`config.mk`:
```
export PLATFORM = sky130hd
export DESIGN_NAME = io_tx_controller
export DESIGN_NICKNAME = d
export VERILOG_FILES = /design/src/rtl/img_sram_pkg.sv /design/src/rtl/io_tx_fifo.sv /design/src/rtl/io_tx_controller.sv
export SDC_FILE = /design/constraint.sdc
export NUM_CORES = 1
export LEC_CHECK = 0
export CAP_MARGIN = 20
export CORE_UTILIZATION = 57
export DETAILED_ROUTE_END_ITERATION = 10
export GPL_ROUTABILITY_DRIVEN = 0
export PLACE_DENSITY = 0.85
export SYNTH_ARGS = -nofsm -noshare
export SYNTH_HDL_FRONTEND = slang
export SYNTH_HIERARCHICAL = 1
export SYNTH_SLANG_ARGS = --single-unit
```
`constraint.sdc`:
```
create_clock -name clk -period 5.4 [get_ports clk]
set_input_delay 1.35 -clock clk [delete_from_list [all_inputs] [get_ports clk]]
set_output_delay 1.35 -clock clk [all_outputs]
set_load 0.1 [all_outputs]
```
`src/rtl/img_sram_pkg.sv`:
```
// Shared image-SRAM definitions: the SRAM control bundle and the row/col/data widths.
package img_sram_pkg;

    localparam int IMG_ROW_W  = 8;
    localparam int IMG_COL_W  = 8;
    localparam int IMG_DATA_W = 8;

    typedef struct packed {
        logic                  sense_en;
        logic                  write_en;
        logic [IMG_ROW_W-1:0]  row;
        logic [IMG_COL_W-1:0]  col;
        logic [IMG_DATA_W-1:0] din;
    } img_sram_ctrl_t;

endpackage

```
`src/rtl/io_tx_fifo.sv`:
```
// Fall-through output buffer: a word pushed into an empty FIFO is visible at the head in the
// same cycle, and a simultaneous push and pop on an empty FIFO leaves the storage untouched.
module io_tx_fifo #(
    parameter int DEPTH = 2,
    parameter int WIDTH = 8
) (
    input  logic                       clk,
    input  logic                       rstn,
    input  logic                       push_i,
    input  logic [WIDTH-1:0]           push_data_i,
    input  logic                       pop_i,
    output logic [WIDTH-1:0]           pop_data_o,
    output logic                       full_o,
    output logic                       empty_o,
    output logic [$clog2(DEPTH+1)-1:0] count_o
);

    localparam int CW = $clog2(DEPTH + 1);
    localparam int PW = $clog2(DEPTH);

    logic [WIDTH-1:0] mem_q [DEPTH];
    logic [PW-1:0]    wr_ptr_q, wr_ptr_d;
    logic [PW-1:0]    rd_ptr_q, rd_ptr_d;
    logic [CW-1:0]    count_q, count_d;
    logic             bypass;
    logic             store;
    logic             unload;

    // Pointers wrap explicitly so non-power-of-two depths work.
    function automatic logic [PW-1:0] ptr_inc(input logic [PW-1:0] p);
        return (p == PW'(DEPTH - 1)) ? '0 : p + PW'(1);
    endfunction

    assign bypass  = (count_q == '0);
    assign store   = push_i && !(pop_i && bypass);
    assign unload  = pop_i && !bypass;

    assign empty_o    = bypass && !push_i;
    assign full_o     = (count_q == CW'(DEPTH));
    assign count_o    = count_q;
    assign pop_data_o = bypass ? push_data_i : mem_q[rd_ptr_q];

    always_comb begin
        wr_ptr_d = wr_ptr_q;
        rd_ptr_d = rd_ptr_q;
        count_d  = count_q;
        if (store) begin
            wr_ptr_d = ptr_inc(wr_ptr_q);
        end
        if (unload) begin
            rd_ptr_d = ptr_inc(rd_ptr_q);
        end
        count_d = count_q + CW'(store) - CW'(unload);
    end

    always_ff @(posedge clk or negedge rstn) begin
        if (!rstn) begin
            wr_ptr_q <= '0;
            rd_ptr_q <= '0;
            count_q  <= '0;
        end else begin
            wr_ptr_q <= wr_ptr_d;
            rd_ptr_q <= rd_ptr_d;
            count_q  <= count_d;
        end
    end

    always_ff @(posedge clk) begin
        if (store) begin
            mem_q[wr_ptr_q] <= push_data_i;
        end
    end

endmodule

```
`src/rtl/io_tx_controller.sv`:
```
// Streams an nrows x ncols image out of the image SRAM in row-major order onto a valid/ready port.
// Define IO_TX_LAST_EN to carry a per-pixel last flag and drive dout_last.
module io_tx_controller
    import img_sram_pkg::*;
#(
    parameter int FIFO_DEPTH = 2
) (
    input  logic                  clk,
    input  logic                  rstn,
    input  logic                  start,
    input  logic [IMG_ROW_W-1:0]  nrows,
    input  logic [IMG_COL_W-1:0]  ncols,
    output img_sram_ctrl_t        sram_ctrl,
    input  logic [IMG_DATA_W-1:0] sram_dout,
    output logic [IMG_DATA_W-1:0] dout,
    output logic                  dout_valid,
    input  logic                  dout_ready,
    output logic                  dout_last,
    output logic                  busy
);

    // Output handshake: a beat transfers in any cycle where dout_valid && dout_ready; while
    // dout_valid is high and dout_ready low, dout and dout_last hold their values.

    typedef enum logic [1:0] {
        IDLE  = 2'd0,
        READ  = 2'd1,
        DRAIN = 2'd2
    } state_e;

`ifdef IO_TX_LAST_EN
    localparam int FW = IMG_DATA_W + 1;
`else
    localparam int FW = IMG_DATA_W;
`endif
    localparam int CW = $clog2(FIFO_DEPTH + 1);

    state_e               state_q, state_d;
    logic [IMG_ROW_W-1:0] nrows_q, nrows_d;
    logic [IMG_COL_W-1:0] ncols_q, ncols_d;
    logic [IMG_ROW_W:0]   row_q, row_d;
    logic [IMG_COL_W:0]   col_q, col_d;
    logic                 inflight_q;
    logic                 tail_q, tail_d;

    logic                 issue;
    logic                 can_issue;
    logic                 row_end;
    logic                 final_read;
    logic                 xfer;
    logic                 final_beat;
    logic [CW:0]          occupancy;

    logic [FW-1:0]        push_data;
    logic [FW-1:0]        pop_data;
    logic                 fifo_full;
    logic                 fifo_empty;
    logic                 fifo_valid;
    logic [CW-1:0]        fifo_count;

    // Entries already buffered plus the read whose data arrives next cycle.
    assign occupancy  = {1'b0, fifo_count} + {{CW{1'b0}}, inflight_q};
    assign can_issue  = !fifo_full && (occupancy < (CW+1)'(FIFO_DEPTH));
    assign row_end    = (col_q + (IMG_COL_W+1)'(1)) == {1'b0, ncols_q};
    assign final_read = row_end && ((row_q + (IMG_ROW_W+1)'(1)) == {1'b0, nrows_q});

    assign fifo_valid = !fifo_empty;
    assign xfer       = fifo_valid && dout_ready;
    assign final_beat = xfer && (occupancy == (CW+1)'(1));

    always_comb begin
        state_d = state_q;
        nrows_d = nrows_q;
        ncols_d = ncols_q;
        row_d   = row_q;
        col_d   = col_q;
        tail_d  = 1'b0;
        issue   = 1'b0;
        case (state_q)
            IDLE: begin
                if (start && (nrows != '0) && (ncols != '0)) begin
                    state_d = READ;
                    nrows_d = nrows;
                    ncols_d = ncols;
                    row_d   = '0;
                    col_d   = '0;
                end
            end
            READ: begin
                if (can_issue) begin
                    issue = 1'b1;
                    if (final_read) begin
                        state_d = DRAIN;
                        row_d   = '0;
                        col_d   = '0;
                    end else if (row_end) begin
                        row_d = row_q + (IMG_ROW_W+1)'(1);
                        col_d = '0;
                    end else begin
                        col_d = col_q + (IMG_COL_W+1)'(1);
                    end
                end
            end
            DRAIN: begin
                if (final_beat) begin
                    state_d = IDLE;
                    tail_d  = 1'b1;
                end
            end
            default: begin
                state_d = IDLE;
            end
        endcase
    end

    always_ff @(posedge clk or negedge rstn) begin
        if (!rstn) begin
            state_q    <= IDLE;
            nrows_q    <= '0;
            ncols_q    <= '0;
            row_q      <= '0;
            col_q      <= '0;
            inflight_q <= 1'b0;
            tail_q     <= 1'b0;
        end else begin
            state_q    <= state_d;
            nrows_q    <= nrows_d;
            ncols_q    <= ncols_d;
            row_q      <= row_d;
            col_q      <= col_d;
            inflight_q <= issue;
            tail_q     <= tail_d;
        end
    end

    always_comb begin
        sram_ctrl          = '0;
        sram_ctrl.sense_en = issue;
        sram_ctrl.row      = row_q[IMG_ROW_W-1:0];
        sram_ctrl.col      = col_q[IMG_COL_W-1:0];
    end

`ifdef IO_TX_LAST_EN
    logic inflight_last_q;

    always_ff @(posedge clk or negedge rstn) begin
        if (!rstn) begin
            inflight_last_q <= 1'b0;
        end else begin
            inflight_last_q <= issue && final_read;
        end
    end

    assign push_data = {inflight_last_q, sram_dout};
    assign dout_last = fifo_valid && pop_data[FW-1];
`else
    assign push_data = sram_dout;
    assign dout_last = 1'b0;
`endif

    io_tx_fifo #(
        .DEPTH (FIFO_DEPTH),
        .WIDTH (FW)
    ) u_fifo (
        .clk         (clk),
        .rstn        (rstn),
        .push_i      (inflight_q),
        .push_data_i (push_data),
        .pop_i       (xfer),
        .pop_data_o  (pop_data),
        .full_o      (fifo_full),
        .empty_o     (fifo_empty),
        .count_o     (fifo_count)
    );

    assign dout_valid = fifo_valid;
    assign dout       = fifo_valid ? pop_data[IMG_DATA_W-1:0] : '0;
    // Busy stays high for one cycle after the final beat has transferred.
    assign busy       = (state_q != IDLE) || tail_q;

endmodule

```
==> results of run 1 <==
==> how the worst min path moves through the flow <==
stage / cells past startpoint / from / slack (ns) / to
floorplan: 1 / state_q[0] / 0.47 / tail_q
global placement: 1 / row_q[8] / 0.50 / row_q[8]
detailed placement: 1 / row_q[8] / 0.51 / row_q[8]
CTS: 1 / state_q[0] / 0.53 / tail_q
global route: 1 / nrows_q[1] / 0.54 / nrows_q[1]
finish: 1 / nrows_q[1] / 0.53 / nrows_q[1]
==> per-stage QoR <==
stage                     setup WS (ns)  instances  area, sq um   util
final                             0.933        460         4120  0.691
after global routing              0.834        460         4120  0.691
after CTS                         0.928        460         4120  0.691
after detailed placement           1.30        444         3880  0.652
after global placement             1.39        444         3880  0.652
after floorplan                    1.21        355         3570      -
==> cell usage after synthesis, types with 2 or more instances <==
cell type,count
o2111ai_1,2
and3_1,2
buf_4,31
mux2_2,18
or3_1,5
ha_1,7
or2_2,3
a21o_1,3
nor4_1,8
edfxtp_1,16
a21oi_1,14
nor2b_1,14
nand2b_1,5
nor3_1,14
buf_2,4
nor3b_1,3
o21a_1,2
dfrtp_1,42
xnor2_1,10
clkbuf_1,2
inv_1,13
nand4_1,5
buf_6,3
nand3b_1,3
o21ai_0,15
a31oi_1,5
xor2_1,13
nand3_1,7
mux2i_1,11
a2111oi_0,3
nand2_1,22
nor2_1,11
o21ai_1,4
==> state kept, by name (all words and copies together), names as in the netlist <==
name             flops
ncols_q              8
inflight_q           1
u_fifo/rd_ptr_q      1
state_q              2
tail_q               1
u_fifo/count_o       2
nrows_q              8
u_fifo/mem_q        16
row_q                9
col_q                9
u_fifo/wr_ptr_q      1
==> area by class of cell <==
class	instances	area, sq um
fill	456	1840
clock inverter	7	108
sequential	58	1530
tap	75	93.8
multi-input combinational	243	1690
inverter	13	48.8
clock buffer	9	124
timing repair buffer	55	523
==> cells by family (layout without fill, tap and decap cells) <==
group                    after synthesis  in the layout  synth area share
flip-flops                            58             58             0.433
buffers and inverters                 54             84            0.0984
AND/OR/NAND/NOR                      113            113             0.181
other                                  1             10           0.00106
AO/OA/AOI/OAI                         61             61             0.115
multiplexers                          29             29            0.0885
XOR/XNOR                              23             23            0.0570
adder cells (fa/ha/maj)                7              7            0.0248
==> worst reg2reg max path, stage by stage (launching register included) <==
cell and delay (ns):
dfrtp_1 0.56, or2_1 0.44, nor2_1 0.53, nor2b_1 0.21
nor3b_2 0.24, nand2b_1 0.18, ha_1 0.27, inv_1 0.04
ha_1 0.18, xnor2_1 0.13, xnor2_1 0.14
==> layout by cell type (no fill, tap or decap), types with 2 or more instances in the layout <==
cell type and instances:
clkdlybuf4s50_1 45, dfrtp_1 42, nand2_1 22, mux2_2 18, edfxtp_1 16, o21ai_0 15
nor2b_1 14, nor3_1 14, a21oi_1 14, inv_1 13, xor2_1 13, nor2_1 11
mux2i_1 11, xnor2_1 10, conb_1 10, clkbuf_8 9, buf_4 9, nor4_1 8
nand3_1 7, ha_1 7, or3_1 5, nand2b_1 5, nand4_1 5, a31oi_1 5
o21ai_1 4, or2_2 3, nor3b_1 3, nand3b_1 3, a2111oi_0 3, a21o_1 3
bufinv_16 3, and3_1 2, o21a_1 2, o2111ai_1 2, clkinv_2 2, clkinv_1 2
==> per-layer routing <==
layer	track usage	share of wire
met4	0.116	0.026
met2	0.424	0.50
met5	0	0
met3	0.0494	0.052
met1	0.286	0.42
==> flow_summary.json, run 1 <==
{
  "critPathArrivalTime_ns": 3.12,
  "avgSynthCellArea_sq_um": 10.2,
  "cts_tree": "yes",
  "dieArea_sq_um": 6520,
  "drv_slew": 0,
  "drive_gt1_frac": 0.143,
  "first_global_vias": 2592,
  "hpwl_mm": 5.15,
  "synth_top_area_cell": "dfrtp_1",
  "io_pins": 65,
  "drt.antenna.violating_nets": 0,
  "endpoint": "sram_ctrl[25]",
  "drt_iter0_drc": 258,
  "timing.rr.start": "u_fifo/count_o[1]",
  "min_period_ns": 4.47,
  "numCtsBuffers": 9,
  "die_h_microns": 80.7,
  "syn2layout_area_growth_pct": 16.5,
  "clock_sinks": 58,
  "synth-seq-cells": 58,
  "timing.fmax_mhz": 224,
  "post_drt_wl_per_cell_microns": 15.9,
  "ff2ff_path_depth": 10,
  "final-hold-violation-count": 0,
  "crit_chain": "ha_1 -> inv_1 -> ha_1 -> nand2b_1 -> or2_2 -> inv_1 -> clkdlybuf4s50_1",
  "first_pass_iters": 4,
  "cts-resized-gates": 0,
  "regToRegEndpoint": "u_fifo/count_o[1]",
  "cts_buffer_depth": 2,
  "remaining_drc_errors": 0,
  "holdWs_ns": 0.527,
  "synthCells": 346,
  "setup-tns-final_ns": 0,
  "maxCapViolations": 0,
  "path_class": "reg -> out",
  "root_buffer": "clkbuf_8",
  "required_ns": 4.05,
  "synthFlopType": "dfrtp_1",
  "grt-ovfl-total": 0,
  "core_area_sq_um": 5960,
  "slowest_delay_ns": 1.17,
  "synthTopCellsByArea": "dfrtp_1 30%, edfxtp_1 14%, buf_4 6.6%, mux2_2 5.7%, xor2_1 3.2%",
  "nets": 415,
  "die_x_microns": 80.7,
  "antenna_found_initial": 0,
  "cp_num_cells": 7,
  "cp-end-kind": "output pin",
  "clkTransAtPathRegs_ns": 0.06,
  "grt_max_degree": 43,
  "clock_skew_ns": 0.0104,
  "clk_latency_ns": 0.35,
  "post-cts-setup-buffers": 0,
  "worstSetupStartpoint": "u_fifo/count_o[0]",
  "synth_cell_type_count": 59,
  "vias": 2691,
  "grt_pass1_wl_mm": 11.8,
  "timing.slew.headroom": 0.327,
  "period_share": 0.827,
  "start_util": 0.593,
  "hold_path.class": "reg -> reg",
  "finalSetupViolations": 0,
  "htreeDepth": 3,
  "grt_use_total": 0.243,
  "crit_family": "buffers and inverters",
  "via_per_inst": 5.85,
  "n_antenna_cell": 0,
  "synth_edf_count": 16,
  "r2r_setup_slack_ns": 2.38,
  "yosysSeqAreaShare": 0.433,
  "worstMarginPinSlew_ns": 1.01,
  "yosysWarningCount": 6,
  "syn_area_sq_um": 3530,
  "portBuffers": 54,
  "critPathBufInv": 3,
  "status": "finished clean",
  "cp-start-kind": "flop",
  "rsz0062_at_grt": "false",
  "rows": 28,
  "cp_max_fo": 14,
  "wl_mm": 7.32,
  "yosysTopAreaCellShare": 0.297,
  "cp_slowest_cell": "clkdlybuf4s50_1",
  "async_reset_ff_frac": 0.724,
  "cts_hold_buf": 0
}
Power of run 1 is left out: the tool's default activity adds up to more than one toggle a clock period on the data nets, which glitch-free logic cannot reach.
==> run 2, diff against run 1 <==
CORE_UTILIZATION = 53   (was 57)
PLACE_DENSITY = 0.8   (was 0.85)
clock period = 4.4 ns   (was 5.4 ns; I/O delays follow)
==> flow_summary.json, run 2 (same netlist as run 1, synthesis figures left out) <==
{
  "status": "finished clean",
  "hold_path.class": "reg -> reg",
  "die_h_microns": 83.7,
  "top_regs": "u_fifo/mem_q: 16 flops, col_q: 9 flops, row_q: 9 flops",
  "ff2ff_path_depth": 10,
  "period_share": 0.786,
  "required_ns": 3.30,
  "start_util": 0.553,
  "nets": 415,
  "drt.antenna.violating_nets": 0,
  "clkTransAtPathRegs_ns": 0.07,
  "timing.rr.start": "u_fifo/count_o[1]",
  "crit_chain": "or2_1 -> nor2_1 -> nor2b_1 -> buf_4",
  "final-hold-violation-count": 0,
  "timing.slew.headroom": 0.330,
  "hpwl_mm": 5.08,
  "cts_buffer_depth": 2,
  "drv_slew": 0,
  "grt-ovfl-total": 0,
  "min_period_ns": 3.46,
  "first_global_vias": 2573,
  "worstSetupStartpoint": "u_fifo/count_o[1]",
  "drive_gt1_frac": 0.153,
  "cp_slowest_cell": "nor2_1",
  "wl_mm": 7.17,
  "top_register": "u_fifo/mem_q",
  "setup_ws_ns": 0.941,
  "io_pins": 65,
  "worstMarginPinSlew_ns": 1.00,
  "setup-tns-final_ns": 0,
  "cts-resized-gates": 0,
  "maxCapViolations": 0,
  "antenna_found_initial": 0,
  "finalSetupViolations": 0,
  "r2r_setup_slack_ns": 1.24,
  "rsz0062_at_grt": "false",
  "critPathBufInv": 1,
  "remaining_drc_errors": 0,
  "cp-end-kind": "output pin",
  "die_x_microns": 83.7,
  "n_antenna_cell": 0,
  "numCtsBuffers": 9,
  "final_cell_mix": "43 x clkdlybuf4s50_1, 42 x dfrtp_1, 22 x nand2_1",
  "cts_tree": "yes",
  "largest_reg_flops": 16,
  "cp-start-kind": "flop",
  "cp_num_cells": 4,
  "post_drt_wl_per_cell_microns": 15.5,
  "cts_hold_buf": 0,
  "clk_latency_ns": 0.34,
  "htreeDepth": 3,
  "post-cts-setup-buffers": 0,
  "drt_iter0_drc": 141,
  "clock_sinks": 58,
  "rows": 29,
  "cp_max_fo": 15,
  "timing.fmax_mhz": 289,
  "final_common_cell": "clkdlybuf4s50_1",
  "syn2layout_area_growth_pct": 16.0,
  "via_per_inst": 5.76,
  "crit_family": "simple AND/OR/NAND/NOR gates",
  "dieArea_sq_um": 7000,
  "path_class": "reg -> out",
  "clock_skew_ns": 0.00703,
  "root_buffer": "clkbuf_8",
  "place_ws_ns": 1.00,
  "portBuffers": 54,
  "fillers": 546,
  "regToRegEndpoint": "u_fifo/count_o[1]",
  "grt_use_total": 0.217,
  "grt_max_degree": 43,
  "grt_pass1_wl_mm": 12.1,
  "core_area_sq_um": 6390,
  "first_pass_iters": 5,
  "slowest_delay_ns": 0.58,
  "critPathArrivalTime_ns": 2.36,
  "vias": 2659,
  "endpoint": "dout[5]"
}
run 2: layer usage:
layer	up-vias	global-route usage	share of wire
met5	-	0	0
met2	66	0.355	0.50
met4	0	0.0740	0.0081
li1	1282	-	-
met1	1304	0.282	0.45
met3	7	0.0534	0.041
run 2: how the worst min path moves through the flow:
| stage | slack, ns | depth (start not counted) | to | start |
|---|---|---|---|---|
| floorplan | 0.47 | 1 | tail_q | state_q[0] |
| global placement | 0.50 | 1 | row_q[8] | row_q[8] |
| detailed placement | 0.52 | 1 | nrows_q[0] | nrows_q[0] |
| CTS | 0.53 | 1 | nrows_q[5] | nrows_q[5] |
| global route | 0.55 | 1 | nrows_q[5] | nrows_q[5] |
| finish | 0.53 | 1 | nrows_q[0] | nrows_q[0] |
run 2: through the flow:
stage | cell area, sq um | instances | hold slack, ns | utilization
6_report | 4100 | 462 | 0.533 | 0.642
5_1_grt | 4100 | 462 | 0.550 | 0.642
4_1_cts | 4100 | 462 | 0.535 | 0.642
3_5_place_dp | 3880 | 446 | 0.518 | 0.608
3_3_place_gp | 3880 | 446 | 0.501 | 0.608
2_1_floorplan | 3570 | 355 | 0.470 | -
run 2: area by class of cell:
class | instances | area [sq um] | share of cell area
multi-input combinational | 243 | 1690 | 0.412
sequential | 58 | 1530 | 0.374
timing repair buffer | 55 | 518 | 0.126
clock buffer | 9 | 124 | 0.0302
tap | 77 | 96.3 | 0.0235
clock inverter | 7 | 93.8 | 0.0229
inverter | 13 | 48.8 | 0.0119
Power of run 2 is left out for the same reason.
==> run 3, diff against run 2 <==
CORE_UTILIZATION = 48   (was 53)
PLACE_DENSITY = 0.76   (was 0.8)
clock period = 2.78 ns   (was 4.4 ns; I/O delays follow)
==> flow_summary.json, run 3 (same netlist as run 1, synthesis figures left out) <==
{
  "cp_slowest_cell": "dfrtp_1",
  "path_class": "reg -> out",
  "first_global_vias": 2486,
  "fillers": 588,
  "post_drt_wl_per_cell_microns": 14.6,
  "top_register": "u_fifo/mem_q",
  "clock_sinks": 58,
  "start_util": 0.509,
  "cts_buffer_depth": 2,
  "setup_ws_ns": 0.119,
  "drt_iter0_drc": 154,
  "required_ns": 2.09,
  "grt_pass1_wl_mm": 11.9,
  "place_ws_ns": 0.119,
  "critPathArrivalTime_ns": 1.97,
  "via_per_inst": 5.37,
  "core_area_sq_um": 6940,
  "period_share": 0.957,
  "cts_tree": "yes",
  "antenna_found_initial": 0,
  "n_antenna_cell": 0,
  "hold_path.class": "in -> async",
  "numCtsBuffers": 9,
  "largest_reg_flops": 16,
  "hpwl_mm": 5.41,
  "cp-start-kind": "flop",
  "worstMarginPinSlew_ns": 0.934,
  "rsz0062_at_grt": "false",
  "grt-ovfl-total": 0,
  "vias": 2665,
  "timing.rr.start": "row_q[1]",
  "timing.slew.headroom": 0.377,
  "holdWs_ns": 0.501,
  "finalSetupViolations": 0,
  "status": "finished clean",
  "clk_latency_ns": 0.34,
  "grt_use_total": 0.203,
  "maxCapViolations": 0,
  "worstSetupStartpoint": "inflight_q",
  "final_cell_mix": "42 x dfrtp_1, 33 x buf_4, 26 x clkdlybuf4s50_1",
  "remaining_drc_errors": 0,
  "nets": 430,
  "path_common_cell": "ha_1",
  "post-cts-setup-buffers": 0,
  "root_buffer": "clkbuf_8",
  "slowest_delay_ns": 0.43,
  "wl_mm": 7.25,
  "drt.antenna.violating_nets": 0,
  "io_pins": 65,
  "rows": 30,
  "htreeDepth": 3,
  "crit_chain": "ha_1 -> inv_1 -> ha_1 -> nand2b_1 -> or2_2 -> inv_2 -> buf_12",
  "syn2layout_area_growth_pct": 21.1,
  "final_common_cell": "dfrtp_1",
  "portBuffers": 54,
  "clock_skew_ns": 0.00960,
  "die_x_microns": 87.8,
  "first_pass_iters": 4,
  "drive_gt1_frac": 0.243,
  "dieArea_sq_um": 7710,
  "cp-end-kind": "output pin",
  "timing.fmax_mhz": 376,
  "drv_slew": 0,
  "clkTransAtPathRegs_ns": 0.07,
  "min_period_ns": 2.66,
  "die_h_microns": 87.8,
  "final-hold-violation-count": 0,
  "cts_hold_buf": 0,
  "setup-tns-final_ns": 0,
  "cp_max_fo": 11,
  "top_regs": "u_fifo/mem_q: 16 flops, col_q: 9 flops, row_q: 9 flops",
  "grt_max_degree": 43
}
==> run 3: changes by cell type in the layout (fill, tap and decap cells not counted), moves of 2 or more <==
cell             before  now
buf_4                11   33
clkdlybuf4s50_1      43   26
buf_12                0   10
nor2b_1              14    6
nor2b_2               0    8
bufinv_16             2    0
clkbuf_1              0    2
clkinv_1              0    2
clkinvlp_4            2    0
==> run 3: critical path, delay by kind of cell (launching register included) <==
family / cells / cell delay [ns]
and+or+nand+nor: 2 / 0.45
buffers and inverters: 3 / 0.37
adders and majority gates: 2 / 0.37
DFF: 1 / 0.43
==> run 3: cell type report <==
class	count	area, sq um	share of cell area
Inverter	13	48.8	0.0114
Sequential cell	58	1530	0.358
Clock inverter	5	22.5	0.00526
Tap cell	96	120	0.0281
Timing Repair Buffer	70	713	0.167
Multi-Input combinational cell	243	1710	0.400
Clock buffer	11	131	0.0307
==> run 3: stage by stage <==
stage / instance area (sq um) / util / instances
after floorplan: 3590 / - / 355
after global placement: 4120 / 0.594 / 480
after detailed placement: 4120 / 0.594 / 480
after CTS: 4280 / 0.616 / 496
after global routing: 4280 / 0.616 / 496
final: 4280 / 0.616 / 496
==> run 3: final timing paths <==
path / depth (start not counted) / slack, ns / end
worst max-delay path: 7 / 0.12 / sram_ctrl[25]
worst min-delay path: 1 / 0.50 / nrows_q[5]
worst max register to register: 8 / 0.15 / row_q[2]
worst min register to register: 1 / 0.53 / tail_q
max in group asynchronous: 1 / 1.69 / tail_q
min in group clk: 1 / 0.53 / tail_q
==> run 3: timing repair <==
action,CTS,global route
setup endpoints to repair,0,2
gates resized for setup,0,2
hold endpoints to repair,0,0
==> run 3: per-layer routing <==
layer	vias up	part of all wire	global-route usage
li1	1313	-	-
met1	1269	0.46	0.266
met2	74	0.49	0.338
met3	9	0.039	0.0358
met4	0	0.014	0.0760
met5	-	0	0
Power of run 3 is left out for the same reason.
